==> src/rtl/pc_sequencer_if.sv <==
// Signal bundle between pc_sequencer and its neighbours: run control, instruction
// memory, execute stage and program_counter control.
//
// Handshakes: MemReq (valid) and MemAck (ready) form the fetch handshake. The word on
// MemData transfers in the cycle both are high, and MemReq then drops. InstrValid
// (valid) and ExecDone (ready) form the execute handshake. The decode flags are
// consumed in the cycle both are high. A ready seen without its valid is ignored.
interface pc_sequencer_if;
  logic        Run;
  logic        MemAck;
  logic [15:0] MemData;
  logic        ExecDone;
  logic        IsHalt;
  logic        IsJump;
  logic        IsBranch;
  logic        BranchCond;
  logic [7:0]  BranchDisp;
  logic [15:0] JumpTarget;

  logic        PcIncrement;
  logic [7:0]  PcIn;
  logic [15:0] PcImm;
  logic        PcWriteEnable;
  logic        MemReq;
  logic        InstrValid;
  logic [15:0] InstrOut;
  logic        Halted;
  logic        Fault;
  logic [15:0] RetiredCount;

  modport master (
    input  Run, MemAck, MemData, ExecDone, IsHalt, IsJump, IsBranch, BranchCond,
           BranchDisp, JumpTarget,
    output PcIncrement, PcIn, PcImm, PcWriteEnable, MemReq, InstrValid, InstrOut,
           Halted, Fault, RetiredCount
  );

  modport slave (
    output Run, MemAck, MemData, ExecDone, IsHalt, IsJump, IsBranch, BranchCond,
           BranchDisp, JumpTarget,
    input  PcIncrement, PcIn, PcImm, PcWriteEnable, MemReq, InstrValid, InstrOut,
           Halted, Fault, RetiredCount
  );
endinterface

==> src/rtl/pc_sequencer.sv <==
// Fetch/execute sequencer driving program_counter's control inputs. program_counter
// clears itself when it is left idle, so every hold state keeps increment=1 with In=0.
module pc_sequencer #(
  parameter logic [15:0] RESET_VECTOR  = 16'h0000,
  parameter logic [7:0]  STEP          = 8'd1,
  parameter int          FETCH_TIMEOUT = 16
) (
  input  logic          Clock,
  input  logic          Reset,
  pc_sequencer_if.master bus,
  output logic [2:0]    DebugState
);

  typedef enum logic [2:0] {
    S_IDLE   = 3'd0,
    S_START  = 3'd1,
    S_FETCH  = 3'd2,
    S_EXEC   = 3'd3,
    S_UPDATE = 3'd4,
    S_HALT   = 3'd5,
    S_FAULT  = 3'd6
  } state_t;

  typedef enum logic [1:0] {
    D_STEP   = 2'd0,
    D_BRANCH = 2'd1,
    D_JUMP   = 2'd2
  } dec_t;

  localparam logic [15:0] TMO_LAST = (FETCH_TIMEOUT > 0) ? 16'(FETCH_TIMEOUT - 1) : 16'd0;

  state_t      state;
  state_t      next_state;
  dec_t        dec_kind;
  logic [7:0]  dec_disp;
  logic [15:0] dec_target;
  logic [15:0] tmo_cnt;
  logic        tmo_hit;
  logic        fetch_done;
  logic        exec_done;

  assign fetch_done = (state == S_FETCH) && bus.MemAck;
  assign exec_done  = (state == S_EXEC) && bus.ExecDone;
  assign tmo_hit    = (FETCH_TIMEOUT != 0) && (tmo_cnt == TMO_LAST);
  assign DebugState = state;

  always_ff @(posedge Clock or posedge Reset) begin
    if (Reset) state <= S_IDLE;
    else       state <= next_state;
  end

  always_comb begin
    next_state = state;
    case (state)
      S_IDLE:   if (bus.Run) next_state = S_START;
      S_START:  next_state = S_FETCH;
      // An acknowledge in the last allowed cycle still beats the timeout.
      S_FETCH: begin
        if (bus.MemAck)   next_state = S_EXEC;
        else if (tmo_hit) next_state = S_FAULT;
      end
      S_EXEC: begin
        if (bus.ExecDone) next_state = bus.IsHalt ? S_HALT : S_UPDATE;
      end
      S_UPDATE: next_state = S_FETCH;
      S_HALT:   next_state = S_HALT;
      S_FAULT:  next_state = S_FAULT;
      default:  next_state = S_IDLE;
    endcase
  end

  always_comb begin
    bus.PcIncrement   = 1'b1;
    bus.PcIn          = 8'h00;
    bus.PcImm         = 16'h0000;
    bus.PcWriteEnable = 1'b0;
    bus.MemReq        = 1'b0;
    bus.InstrValid    = 1'b0;
    bus.Halted        = 1'b0;
    bus.Fault         = 1'b0;
    case (state)
      S_START: begin
        bus.PcWriteEnable = 1'b1;
        bus.PcImm         = RESET_VECTOR;
        bus.PcIncrement   = 1'b0;
      end
      S_FETCH: bus.MemReq     = 1'b1;
      S_EXEC:  bus.InstrValid = 1'b1;
      S_UPDATE: begin
        case (dec_kind)
          D_JUMP: begin
            bus.PcWriteEnable = 1'b1;
            bus.PcImm         = dec_target;
            bus.PcIncrement   = 1'b0;
          end
          D_BRANCH: bus.PcIn = dec_disp;
          default:  bus.PcIn = STEP;
        endcase
      end
      S_HALT:  bus.Halted = 1'b1;
      S_FAULT: bus.Fault  = 1'b1;
      default: ;
    endcase
  end

  // Counter sits at zero outside FETCH, so every FETCH visit starts counting from zero.
  always_ff @(posedge Clock or posedge Reset) begin
    if (Reset)                 tmo_cnt <= 16'h0000;
    else if (state != S_FETCH) tmo_cnt <= 16'h0000;
    else                       tmo_cnt <= tmo_cnt + 16'h0001;
  end

  always_ff @(posedge Clock or posedge Reset) begin
    if (Reset) begin
      bus.InstrOut     <= 16'h0000;
      bus.RetiredCount <= 16'h0000;
      dec_kind         <= D_STEP;
      dec_disp         <= 8'h00;
      dec_target       <= 16'h0000;
    end else begin
      if (fetch_done) bus.InstrOut <= bus.MemData;
      if (exec_done) begin
        bus.RetiredCount <= bus.RetiredCount + 16'h0001;
        dec_disp         <= bus.BranchDisp;
        dec_target       <= bus.JumpTarget;
        if (bus.IsHalt)                          dec_kind <= D_STEP;
        else if (bus.IsJump)                     dec_kind <= D_JUMP;
        else if (bus.IsBranch && bus.BranchCond) dec_kind <= D_BRANCH;
        else                                     dec_kind <= D_STEP;
      end
    end
  end

endmodule

==> src/flat_wrapper.sv <==
// flat-port wrapper written by rule: the top's interface ports become plain ports
module pc_sequencer_flat 
#(
  parameter logic [15:0] RESET_VECTOR  = 16'h0000,
  parameter logic [7:0]  STEP          = 8'd1,
  parameter int          FETCH_TIMEOUT = 16
)
  (Clock, Reset, DebugState, bus_Run, bus_MemAck, bus_MemData, bus_ExecDone, bus_IsHalt, bus_IsJump, bus_IsBranch, bus_BranchCond, bus_BranchDisp, bus_JumpTarget, bus_PcIncrement, bus_PcIn, bus_PcImm, bus_PcWriteEnable, bus_MemReq, bus_InstrValid, bus_InstrOut, bus_Halted, bus_Fault, bus_RetiredCount);
  pc_sequencer_if bus_i ();
  input  logic Clock;
  input  logic Reset;
  output logic [2:0] DebugState;
  input wire logic [$bits(bus_i.Run)-1:0] bus_Run;
  input wire logic [$bits(bus_i.MemAck)-1:0] bus_MemAck;
  input wire logic [$bits(bus_i.MemData)-1:0] bus_MemData;
  input wire logic [$bits(bus_i.ExecDone)-1:0] bus_ExecDone;
  input wire logic [$bits(bus_i.IsHalt)-1:0] bus_IsHalt;
  input wire logic [$bits(bus_i.IsJump)-1:0] bus_IsJump;
  input wire logic [$bits(bus_i.IsBranch)-1:0] bus_IsBranch;
  input wire logic [$bits(bus_i.BranchCond)-1:0] bus_BranchCond;
  input wire logic [$bits(bus_i.BranchDisp)-1:0] bus_BranchDisp;
  input wire logic [$bits(bus_i.JumpTarget)-1:0] bus_JumpTarget;
  output wire logic [$bits(bus_i.PcIncrement)-1:0] bus_PcIncrement;
  output wire logic [$bits(bus_i.PcIn)-1:0] bus_PcIn;
  output wire logic [$bits(bus_i.PcImm)-1:0] bus_PcImm;
  output wire logic [$bits(bus_i.PcWriteEnable)-1:0] bus_PcWriteEnable;
  output wire logic [$bits(bus_i.MemReq)-1:0] bus_MemReq;
  output wire logic [$bits(bus_i.InstrValid)-1:0] bus_InstrValid;
  output wire logic [$bits(bus_i.InstrOut)-1:0] bus_InstrOut;
  output wire logic [$bits(bus_i.Halted)-1:0] bus_Halted;
  output wire logic [$bits(bus_i.Fault)-1:0] bus_Fault;
  output wire logic [$bits(bus_i.RetiredCount)-1:0] bus_RetiredCount;
  assign bus_i.Run = bus_Run;
  assign bus_i.MemAck = bus_MemAck;
  assign bus_i.MemData = bus_MemData;
  assign bus_i.ExecDone = bus_ExecDone;
  assign bus_i.IsHalt = bus_IsHalt;
  assign bus_i.IsJump = bus_IsJump;
  assign bus_i.IsBranch = bus_IsBranch;
  assign bus_i.BranchCond = bus_BranchCond;
  assign bus_i.BranchDisp = bus_BranchDisp;
  assign bus_i.JumpTarget = bus_JumpTarget;
  assign bus_PcIncrement = bus_i.PcIncrement;
  assign bus_PcIn = bus_i.PcIn;
  assign bus_PcImm = bus_i.PcImm;
  assign bus_PcWriteEnable = bus_i.PcWriteEnable;
  assign bus_MemReq = bus_i.MemReq;
  assign bus_InstrValid = bus_i.InstrValid;
  assign bus_InstrOut = bus_i.InstrOut;
  assign bus_Halted = bus_i.Halted;
  assign bus_Fault = bus_i.Fault;
  assign bus_RetiredCount = bus_i.RetiredCount;
  pc_sequencer #(.RESET_VECTOR(RESET_VECTOR), .STEP(STEP), .FETCH_TIMEOUT(FETCH_TIMEOUT)) u_core (.Clock(Clock), .Reset(Reset), .bus(bus_i), .DebugState(DebugState));
endmodule
==> config.mk <==
export PLATFORM = sky130hd
export DESIGN_NAME = pc_sequencer_flat
export DESIGN_NICKNAME = d
export VERILOG_FILES = /design/src/rtl/pc_sequencer_if.sv /design/src/rtl/pc_sequencer.sv /design/src/flat_wrapper.sv
export SDC_FILE = /design/constraint.sdc
export NUM_CORES = 1
export LEC_CHECK = 0
export ABC_AREA = 1
export BUFFER_PORTS_ARGS = -buffer_cell sky130_fd_sc_hd__buf_2
export CAP_MARGIN = 0
export CORE_MARGIN = 5
export CORE_UTILIZATION = 40
export DETAILED_ROUTE_END_ITERATION = 8
export GPL_ROUTABILITY_DRIVEN = 0
export MAX_ROUTING_LAYER = met4
export SLEW_MARGIN = 20
export SYNTH_ARGS = -nofsm -noshare
export SYNTH_HDL_FRONTEND = slang
export SYNTH_SLANG_ARGS = --single-unit
==> constraint.sdc <==
create_clock -name Clock -period 2.31 [get_ports Clock]
set_clock_uncertainty 0.1 [all_clocks]
set_input_delay 0 -clock Clock [delete_from_list [all_inputs] [get_ports Clock]]
set_output_delay 0 -clock Clock [all_outputs]
set_load 0.005 [all_outputs]
==> flow_metrics.tcl <==
set metrics [dict create \
    final_cell_mix "nand2_1 (175), buf_2 (113), dfrtp_1 (77), dlygate4sd3_1 (65), nor2_1 (61)" \
    grt_usage_pct 19.3 \
    ys_types 31 \
    die_h_um 108 \
    setup_viol 0 \
    route.vias.total 3807 \
    place_ws_ps 552 \
    syn_area_um2 3820 \
    hold_violations 0 \
    route.detailed.drc 0 \
    worstPathArrival_ps 2350 \
    yosys_warnings 0 \
    core_area_um2 9280 \
    yosysTopAreaCellShare_pct 50.4 \
    grt_pass1_vias 3772 \
    n_antenna_cell 0 \
    fillers 825 \
    min_period_ps 2150 \
    syn_to_final_growth_pct 41.5 \
    first_iter_violations 260 \
    p_per_area_nw_per_um2 861 \
    max_slew_margin_pct 58.5 \
    die_w_um 108 \
    avgViaCountPerCell 4.74 \
    die-area_um2 11600 \
    drive_above_1_share_pct 23.7 \
    outcome "completed" \
    worstMarginPinSlew_ps 621 \
    rsz0062_at_grt "no" \
    initial_utilization_pct 41.2 \
    hpwlAfterDp_um 7110 \
    fin_util_pct 58.2 \
    worstPathRequired_ps 2510 \
    rows 35 \
    synth.ff_latch_count 77 \
    maxCapViolCount 0 \
    critical_path.max_fanout 28 \
    ir_worst_vdd_mv 0.482 \
    fin_setup_tns_ps 0 \
    wl_per_cell_um 13.4 \
    cts_buffers 9 \
    critPathLaunchType "register" \
    clock-sinks 77 \
    ios 114 \
    worstHoldPathType "primary input to asynchronous set/reset pin" \
    p_leak_uw 0.00277 \
    fin_nets 723 \
    totalWireLength_um 10800 \
    gr-total-overflow 0 \
    fin_ws_ps 160 \
    path_class "register to register" \
    maxSlewViolCount 0 \
    syn_area_per_cell_um2 7.89 \
    clock_latency_ps 350 \
    clkTransAtPathRegs_ps 90 \
    synth_top_cells_by_area "dfrtp_1 (50%), nand2_1 (17%), nor2_1 (6.0%), nand3_1 (4.3%), inv_1 (3.7%)" \
    final_common_cell "nand2_1" \
    ys_seq_area_share_pct 50.4 \
    cts_tree "built" \
    cts_htree_levels 3 \
    clock_path_buffers 2 \
    fin_crit_sh_pct 93.1 \
    fmax_mhz 465 \
    grt_pass1_wl_um 17600 \
    cp-end-kind "register" \
    grt_start_max_net_pins 36 \
    antenna_found_initial 0 \
    port_buffers 113 \
    drt_first_pass_iters 4 \
    ant_nets 0 \
    clockRootBuffer "clkbuf_8" \
    synth_cells 484 \
    yosysTopAreaCell "dfrtp_1" \
    syn-num-nets 537 \
]
through the flow:
| step | power (uW) | hold WS (ps) | cells | cell area (um2) |
|---|---|---|---|---|
| 6_report | 4650 | 129 | 804 | 5410 |
| 5_1_grt | 4990 | 168 | 804 | 5410 |
| 4_1_cts | 4640 | 134 | 799 | 5370 |
| 3_5_place_dp | 3430 | 5.87 | 718 | 4510 |
| 3_3_place_gp | 3390 | 1.37 | 718 | 4510 |
| 2_1_floorplan | 2910 | 9.62 | 484 | 3820 |
cells by family (layout without fill, tap and decap cells):
logic type               count (synthesis)  count (layout)  share of synthesized area [%]
AND/OR/NAND/NOR                        308             308                           35.4
flip-flops                              77              77                           50.4
buffers and inverters                   55             246                           6.29
AO/OA/AOI/OAI                           30              30                           4.06
XOR/XNOR                                10              10                           2.49
adder cells (fa/ha/maj)                  4               4                           1.31
cells in the mapped netlist, drive strengths merged:
cell type,instances
ha,4
a31oi,2
nand3b,3
nand4,8
nor3,4
nand3,36
clkbuf,2
a21oi,9
nor2,66
inv,41
o21bai,1
nand2,181
buf,12
xnor2,7
o21ai,18
nor3b,7
or2,1
and2,1
xor2,3
dfrtp,77
and3,1
path summary, 6_finish.rpt:
| path | slack [ps] | cells past startpoint | endpoint | startpoint |
|---|---|---|---|---|
| worst max-delay path | 160 | 9 | u_core.DebugState[0] | u_core.DebugState[1] |
| worst min-delay path | 130 | 3 | u_core.dec_target[10] | Reset |
| worst max register to register | 160 | 9 | u_core.DebugState[0] | u_core.DebugState[1] |
| worst min register to register | 370 | 2 | u_core.bus.InstrOut[11] | u_core.bus.InstrOut[11] |
| max in group asynchronous | 1270 | 4 | u_core.bus.RetiredCount[9] | Reset |
| min in group Clock | 140 | 4 | u_core.bus.InstrOut[5] | bus_MemAck |
timing repair:
action	4_1_cts	5_1_grt
setup buffers	0	5
endpoints found under the hold margin	80	0
hold buffers	65	0
endpoints found under the setup margin	0	2
gates resized for setup	0	1
area by class of cell:
cell class,instances,area [um2],share of cell area [%]
Tap cell,129,161,2.99
Inverter,41,160,2.96
Timing Repair Buffer,189,1300,24.0
Clock buffer,9,124,2.29
Multi-Input combinational cell,352,1650,30.6
Clock inverter,7,80.1,1.48
Sequential cell,77,1930,35.6
flip-flops by register name, summed over array words and instances (netlist names):
register	flops
u_core.dec_kind	2
u_core.DebugState	3
u_core.bus.InstrOut	16
u_core.tmo_cnt	16
u_core.dec_target	16
u_core.dec_disp	8
u_core.bus.RetiredCount	16
critical path, cell delays in order, from the launching register on:
cell           delay [ps]
dfrtp_1               470
inv_2                 100
nor2_4                120
nand2_4               120
inv_6                 200
nand2_4               180
nand3b_1              130
nand3_1                60
dlygate4sd3_1         560
nand2_1                60
where the power goes:
group / switching, uW / internal, uW / leakage (uW)
Sequential: 258 / 1750 / 0.00100
Combinational: 896 / 687 / 0.00167
Clock: 554 / 512 / 0.0000968
layer usage:
metal  vias up  GRT usage (%)  part of all wire [%]  wire (um)
li1       1894              -                     -          -
met1      1793           25.0                    46       4900
met2       105           31.3                    48       5170
met3        15           3.18                   5.0        538
met4         0           5.95                   1.4        153
met5         -              -                     0          0
(Power assumes the default switching activity.)
